`config.mk`:
```
export PLATFORM = sky130hd
export DESIGN_NAME = if_id_queue
export DESIGN_NICKNAME = d
export VERILOG_FILES = /design/src/rtl/if_id_queue_pkg.sv /design/src/rtl/if_id_q_mem.sv /design/src/rtl/if_id_queue.sv
export SDC_FILE = /design/constraint.sdc
export NUM_CORES = 1
export LEC_CHECK = 0
export CAP_MARGIN = 30
export CORE_ASPECT_RATIO = 1.2
export CORE_MARGIN = 4
export CORE_UTILIZATION = 45
export DETAILED_ROUTE_END_ITERATION = 8
export PLACE_DENSITY = 0.68
export SLEW_MARGIN = 20
export SYNTH_ARGS = -nofsm -noshare
export SYNTH_HDL_FRONTEND = slang
export SYNTH_SLANG_ARGS = --single-unit
```
`constraint.sdc`:
```
create_clock -name clk -period 9.2 [get_ports clk]
set_input_delay 1.84 -clock clk [delete_from_list [all_inputs] [get_ports clk]]
set_output_delay 1.84 -clock clk [all_outputs]
set_load 0.02 [all_outputs]
```
`src/rtl/if_id_queue_pkg.sv`:
```
// Shared constants for the IF/ID instruction queue: the decode NOP, default depth
// and the packed entry width {pc, inst, bp_pc, bp_taken, pc_re}.
`ifndef NOP
`define NOP 32'h0000_0013
`endif

package if_id_queue_pkg;

   localparam logic [31:0] NOP_INST      = `NOP;
   localparam int          IF_ID_Q_DEPTH = 4;

   // Entry layout is {pc, inst, bp_pc, bp_taken, pc_re}; every slice derives from this.
   function automatic int entry_w(input int width);
      return 3 * width + 2;
   endfunction

endpackage

```
`src/rtl/if_id_q_mem.sv`:
```
// Storage array of the IF/ID queue: DEPTH entries, one synchronous write port and
// one asynchronous read port.
module if_id_q_mem
   import if_id_queue_pkg::*;
#(
   parameter  int DATA_W = entry_w(32),
   parameter  int DEPTH  = IF_ID_Q_DEPTH,
   localparam int PTR_W  = $clog2(DEPTH)
)(
   input  logic              clk,
   input  logic              i_we,
   input  logic [PTR_W-1:0]  i_waddr,
   input  logic [DATA_W-1:0] i_wdata,
   input  logic [PTR_W-1:0]  i_raddr,
   output logic [DATA_W-1:0] o_rdata
);

   logic [DATA_W-1:0] r_mem [DEPTH];

   // NOTE: data storage has no reset; validity is tracked by the pointers and count,
   // so resetting the array would only cost flops and a reset fan-out tree.
   always_ff @(posedge clk) begin
      if (i_we) begin
         r_mem[i_waddr] <= i_wdata;
      end
   end

   assign o_rdata = r_mem[i_raddr];

endmodule

```
`src/rtl/if_id_queue.sv`:
```
// DEPTH-entry IF/ID instruction queue with valid/ready on both sides and whole-queue kill.
// Optional same-cycle empty-queue bypass is enabled by defining IF_ID_Q_BYPASS_EN.
module if_id_queue
   import if_id_queue_pkg::*;
#(
   parameter  int WIDTH = 32,
   parameter  int DEPTH = IF_ID_Q_DEPTH,
   localparam int PTR_W = $clog2(DEPTH)
)(
   input  logic             clk,
   input  logic             rst,
   input  logic             in_valid,
   output logic             in_ready,
   input  logic [WIDTH-1:0] in_pc,
   input  logic [WIDTH-1:0] in_inst,
   input  logic             in_bp_taken,
   input  logic [WIDTH-1:0] in_bp_pc,
   input  logic             in_pc_re,
   output logic             out_valid,
   input  logic             out_ready,
   output logic [WIDTH-1:0] out_pc,
   output logic [WIDTH-1:0] out_inst,
   output logic             out_bp_taken,
   output logic [WIDTH-1:0] out_bp_pc,
   output logic             out_pc_re,
   input  logic             ctrl_flush,
   input  logic             ctrl_pc_re,
   input  logic             branch_miss,
   output logic [PTR_W:0]   count
);

   localparam int ENTRY_W = entry_w(WIDTH);

   logic [PTR_W-1:0]   r_rd_ptr;
   logic [PTR_W-1:0]   r_wr_ptr;
   logic [PTR_W:0]     r_count;
   logic               w_kill;
   logic               w_stored;
   logic               w_enq;
   logic               w_deq;
   logic               w_bypass_vis;
   logic               w_bypass_take;
   logic [ENTRY_W-1:0] w_wdata;
   logic [ENTRY_W-1:0] w_rdata;

   assign w_kill   = ctrl_flush | ctrl_pc_re | branch_miss;
   assign w_stored = (r_count != '0);
   assign in_ready = (r_count != (PTR_W+1)'(DEPTH));

`ifdef IF_ID_Q_BYPASS_EN
   assign w_bypass_vis  = !w_stored & in_valid & !w_kill;
   assign w_bypass_take = w_bypass_vis & out_ready;
`else
   assign w_bypass_vis  = 1'b0;
   assign w_bypass_take = 1'b0;
`endif

   // A bypassed entry consumed by decode in the same cycle is never written.
   assign w_enq     = in_valid & in_ready & !w_kill & !w_bypass_take;
   assign w_deq     = w_stored & out_ready;
   assign out_valid = w_stored | w_bypass_vis;
   assign count     = r_count;
   assign w_wdata   = {in_pc, in_inst, in_bp_pc, in_bp_taken, in_pc_re};

   if_id_q_mem #(
      .DATA_W (ENTRY_W),
      .DEPTH  (DEPTH)
   ) u_mem (
      .clk     (clk),
      .i_we    (w_enq),
      .i_waddr (r_wr_ptr),
      .i_wdata (w_wdata),
      .i_raddr (r_rd_ptr),
      .o_rdata (w_rdata)
   );

   // NOTE: every output gets a default first so no path through the block infers a latch.
   always_comb begin
      out_pc       = '0;
      out_inst     = WIDTH'(NOP_INST);
      out_bp_pc    = '0;
      out_bp_taken = 1'b0;
      out_pc_re    = 1'b0;
      if (w_bypass_vis) begin
         out_pc       = in_pc;
         out_inst     = in_inst;
         out_bp_pc    = in_bp_pc;
         out_bp_taken = in_bp_taken;
         out_pc_re    = in_pc_re;
      end else if (w_stored) begin
         out_pc       = w_rdata[ENTRY_W-1 -: WIDTH];
         out_inst     = w_rdata[2*WIDTH+1 -: WIDTH];
         out_bp_pc    = w_rdata[WIDTH+1 -: WIDTH];
         out_bp_taken = w_rdata[1];
         out_pc_re    = w_rdata[0];
      end
   end

   // NOTE: sequential state uses non-blocking assignments so all flops update together.
   always_ff @(posedge clk) begin
      if (rst) begin
         r_rd_ptr <= '0;
         r_wr_ptr <= '0;
         r_count  <= '0;
      end else if (w_kill) begin
         r_rd_ptr <= '0;
         r_wr_ptr <= '0;
         r_count  <= '0;
      end else begin
         if (w_enq) r_wr_ptr <= r_wr_ptr + PTR_W'(1);
         if (w_deq) r_rd_ptr <= r_rd_ptr + PTR_W'(1);
         case ({w_enq, w_deq})
            2'b10:   r_count <= r_count + (PTR_W+1)'(1);
            2'b01:   r_count <= r_count - (PTR_W+1)'(1);
            default: r_count <= r_count;
         endcase
      end
   end

endmodule

```
== After elaboration in Yosys (flattened, before gate mapping) ==
Memory sizes are Yosys's and may differ from the RTL's. A register that Yosys moved wholly into a read port is not among the register bits.
Cells that the tools add are included.
Word-level totals
  memories kept: 1
  flip-flop bits (word level): 7
  logic and storage cells: 30
  RAM bits: 392
  output and inout port bits: 103
Cells by class
  reductions and logical operators: 4
  $add $sub $neg: 4
  bitwise logic cells: 5
  eq/ne operators: 3
  multiplexer cells: 10
Memories
  u_mem.r_mem: depth 4, width 98, read ports 1, clocked after memory_dff 1, wr ports 1, RTL line if_id_q_mem.sv:18  | logic [DATA_W-1:0] r_mem [DEPTH];
Operators by type and width (number)
  2-to-1 mux 32 bit: 3
  one-hot mux 3 bit (2 select lines): 1
  adder 2 x 1 -> 2 bit (second input constant): 2
  2-to-1 mux 1 bit: 4
  2-to-1 mux 2 bit: 2
  adder 3 x 1 -> 3 bit (second input constant): 1
  AND 1 bit: 3
  inequality test 3 bit (second input constant): 1
  nonzero test 3 bit: 1
  subtractor 3 x 1 -> 3 bit (second input constant): 1
  equality test 2 x 1 -> 1 bit (second input constant): 1
  equality test 2 bit (second input constant): 1
  bitwise OR 1 bit: 2
  nonzero test 2 bit: 1
  OR reduction 2 bit: 1
  zero test 1 bit: 1

== Depth between registers and ports, before layout ==
  word-level depth: 6
  depth in mapped cells: 9

== Hierarchy ==
A second synthesis with hierarchy kept.
Second synthesis, totals
  cell total of the unflattened synthesis: 667
  area total of the unflattened synthesis: 15267.1 µm²
Modules (own cells, without submodules)
  if_id_q_mem: instances 1, sequential area each 11771.3 µm², cells each 516, area an instance 14149.8 µm²
  if_id_queue: instances 1, sequential area each 140.1 µm², cells each 151, area an instance 1117.3 µm²

== Worst setup path after synthesis ==
No wires, ideal clock.
  path type: input to register
  start point: input ctrl_pc_re
  end point: memory u_mem.r_mem[0][0] (netlist name), enable pin
  stages: 3
  slack: 3928 ps
  path buffers: 0
  arrival time: 4804 ps
  data required time: 8732 ps
  cells stage by stage: or3_1 -> nor3_1 -> and2_1
Between the ends
  cells in the longest elaborated chain, start to end: 6
Ends and longest elaborated chain
  from (decl): RTL line if_id_queue.sv:27  | input logic ctrl_pc_re,
  bitwise OR 1 bit (2 in series): RTL line if_id_queue.sv:46  | assign w_kill = ctrl_flush | ctrl_pc_re | branch_miss;
  zero test 1 bit: RTL line if_id_queue.sv:59  | assign w_enq = in_valid & in_ready & !w_kill & !w_bypass_take;
  AND 1 bit: RTL line if_id_queue.sv:59
  2-to-1 mux 1 bit: RTL line if_id_q_mem.sv:23  | if (i_we) begin
  2-to-1 mux 1 bit (implied by the code): RTL line if_id_q_mem.sv:24  | r_mem[i_waddr] <= i_wdata;
  to (decl): RTL line if_id_q_mem.sv:18
No other way between the ends.

==> results.py <==
metrics = {
    "outcome": {
        "status": "completed",
    },
    "placed_design": {
        "port_buffers": 207,
        "dp_slack_ps": 4160,
        "routabilityCongestion": 0.717,
        "dp.final_hpwl_um": 17900,
    },
    "cells_and_area": {
        "area_delta_synth_final_pct": 25.1,
        "drive_gt1_share_pct": 18.3,
        "fillers": 2482,
        "fin_nets": 1017,
    },
    "route": {
        "ant_nets": 0,
        "dr.pass1.iters": 5,
        "drt_iter0_drc": 506,
        "routed_wl_um": 29500,
        "drc_errors": 0,
        "wl_per_cell_um": 21.3,
        "via_per_inst": 5.16,
        "vias": 7150,
    },
    "clock_network": {
        "clk_latency_ps": 520,
        "cts_root_buf": "clkbuf_16",
        "ctsLongestPathBuffers": 3,
        "post_cts_buffers": 0,
        "cts_htree_levels": 2,
        "ctsHoldBuffers": 0,
        "cts_buffers": 39,
        "cts_tree": "yes",
        "clkSinkCount": 401,
        "cts_resized": 0,
        "clkSlewWorstSetupHoldPaths_ps": 60,
    },
    "timing": {
        "finalCritPeriodShare_pct": 55.2,
        "rsz0062_at_grt": "no",
        "setup-violations-final": 0,
        "hold_viol": 0,
        "slew_headroom_pct": 37.8,
        "fin_skew_ps": 14.8,
        "worst_hold_slack_ps": 478,
        "fin_setup_tns_ps": 0,
        "max_slew.worst_pin.slew_ps": 932,
        "clock.fmax_ghz": 0.197,
        "final_max_slew_viol_count": 0,
        "period_needed_ps": 5080,
        "setup_slack_ps": 4120,
    },
    "power_and_ir_drop": {
        "powerDensity_nw_per_um2": 188,
        "peakVddDrop_mv": 0.157,
        "power_uw": 3590,
        "p_leak_uw": 0.00591,
    },
    "setup_path": {
        "critPathLaunchType": "flip-flop",
        "path_max_fanout": 30,
        "cp_data_required_time_ps": 7360,
        "cp.arrival_ps": 3240,
        "crit_type": "flip-flop to output port",
        "cp-end-kind": "output port",
    },
    "floorplanning": {
        "num_io_pins": 208,
        "dieWidth_um": 176,
        "dieArea_um2": 36900,
        "core_area_um2": 33300,
        "die-height_um": 210,
        "row_count": 73,
        "start_util_pct": 45.8,
    },
    "global_routing": {
        "grt_max_degree": 97,
        "antenna_found_initial": 4,
        "grt-ovfl-total": 0,
        "grt_pass1_wl_um": 45700,
        "grt_use_total_pct": 16.1,
        "grt_pass1_vias": 7878,
    },
    "synth": {
        "yosys.area.top_type": "edfxtp_1",
        "async_flop_share_pct": 0,
        "synth_common_cells": "392 x edfxtp_1, 99 x and2_1, 98 x mux4_2",
        "yosys_warnings": 0,
        "ys_seq_area_share_pct": 78.3,
        "yosysMostFrequentCell": "edfxtp_1",
        "syn_nets": 790,
        "syn_inst": 679,
        "synth_area_um2": 15300,
        "synth-edff-count": 392,
        "ys_types": 23,
        "netlist_top_cells_area": "edfxtp_1 77%, mux4_2 14%, and2_1 4.1%",
        "synth.avg_cell_area_um2": 22.5,
        "synth_flop_cell": "edfxtp_1",
        "synth-seq-cells": 401,
        "yosysTopAreaCellShare_pct": 77.1,
    },
    "min_path": {
        "hold_path_class": "flip-flop to flip-flop",
    },
    "flow_run": {
        "drv_cap": 0,
    },
}
-- layer usage --
layer,wire [µm],vias up,GRT usage (%)
li1,-,3218,-
met1,11900,3644,21.2
met2,14900,228,27.3
met3,2030,54,3.69
met4,643,6,4.28
met5,48,-,0
-- per-stage QoR --
| stage | area, µm² | instances | util (%) |
|---|---|---|---|
| 5_1_grt | 19100 | 1386 | 57.3 |
| 3_3_place_gp | 17800 | 1311 | 53.4 |
| 4_1_cts | 19100 | 1384 | 57.2 |
| 6_report | 19100 | 1387 | 57.3 |
| 2_1_floorplan | 15300 | 679 | - |
| 3_5_place_dp | 17900 | 1314 | 53.6 |
-- power by group --
| part | switching, µW | internal, µW | total [µW] |
|---|---|---|---|
| logic | 35.7 | 48.7 | 84.4 |
| clock network | 635 | 857 | 1490 |
| registers | 1.97 | 2010 | 2010 |
-- cell usage in the layout, fill, tap and decap left out, drive strengths merged --
cell | Yosys | final
clkbuf | 18 | 50
edfxtp | 392 | 392
o21ai | 5 | 5
dfxtp | 9 | 9
xor2 | 2 | 2
or2 | 4 | 4
fa | 1 | 1
and2 | 99 | 99
diode | 0 | 2
nor2 | 4 | 4
nand2 | 1 | 1
bufinv | 0 | 2
clkinv | 0 | 14
clkdlybuf4s50 | 0 | 207
clkinvlp | 0 | 3
or3 | 4 | 4
buf | 15 | 12
nor3 | 2 | 2
mux4 | 98 | 98
ha | 5 | 5
a21oi | 7 | 7
nand3 | 2 | 2
inv | 10 | 11
nor3b | 1 | 1
-- sequential cells by signal, indices dropped and copies added (netlist names), named ones only --
register / flops
count: 3
r_rd_ptr: 2
r_wr_ptr: 2
u_mem.r_mem: 392
-- cells by family after synthesis --
family / after synthesis / share of synthesized area [%]
mux: 98 / 14.5
fa+ha+maj: 6 / 0.541
compound gates: 12 / 0.393
flops: 401 / 78.3
buf+inv: 43 / 1.42
xor+xnor: 2 / 0.115
simple gates: 117 / 4.76
-- worst paths after layout --
path,start,end,slack (ps),cells after the start
min reg2reg,r_rd_ptr[1],flip-flop,480,2
max,flip-flop,out_inst[9],4120,5
min,r_rd_ptr[1],flip-flop,480,2
max reg2reg,count[0],u_mem.r_mem[1][93],6240,4
-- critical path: stages (launching register included) --
cell and delay [ps]:
dfxtp_4 710, buf_4 430, buf_16 280, mux4_2 560
and2_1 180, clkdlybuf4s50_1 540
-- cell type report --
type	instances	area (µm²)	share of cell area (%)
multi-input combinational	235	3100	16.3
inverter	10	37.5	0.197
antenna	2	5.00	0.0262
tap	450	563	2.95
clock buffer	50	1040	5.44
timing repair buffer	219	2230	11.7
clock inverter	20	163	0.852
sequential	401	12000	62.6
(Power assumes the default switching activity.)
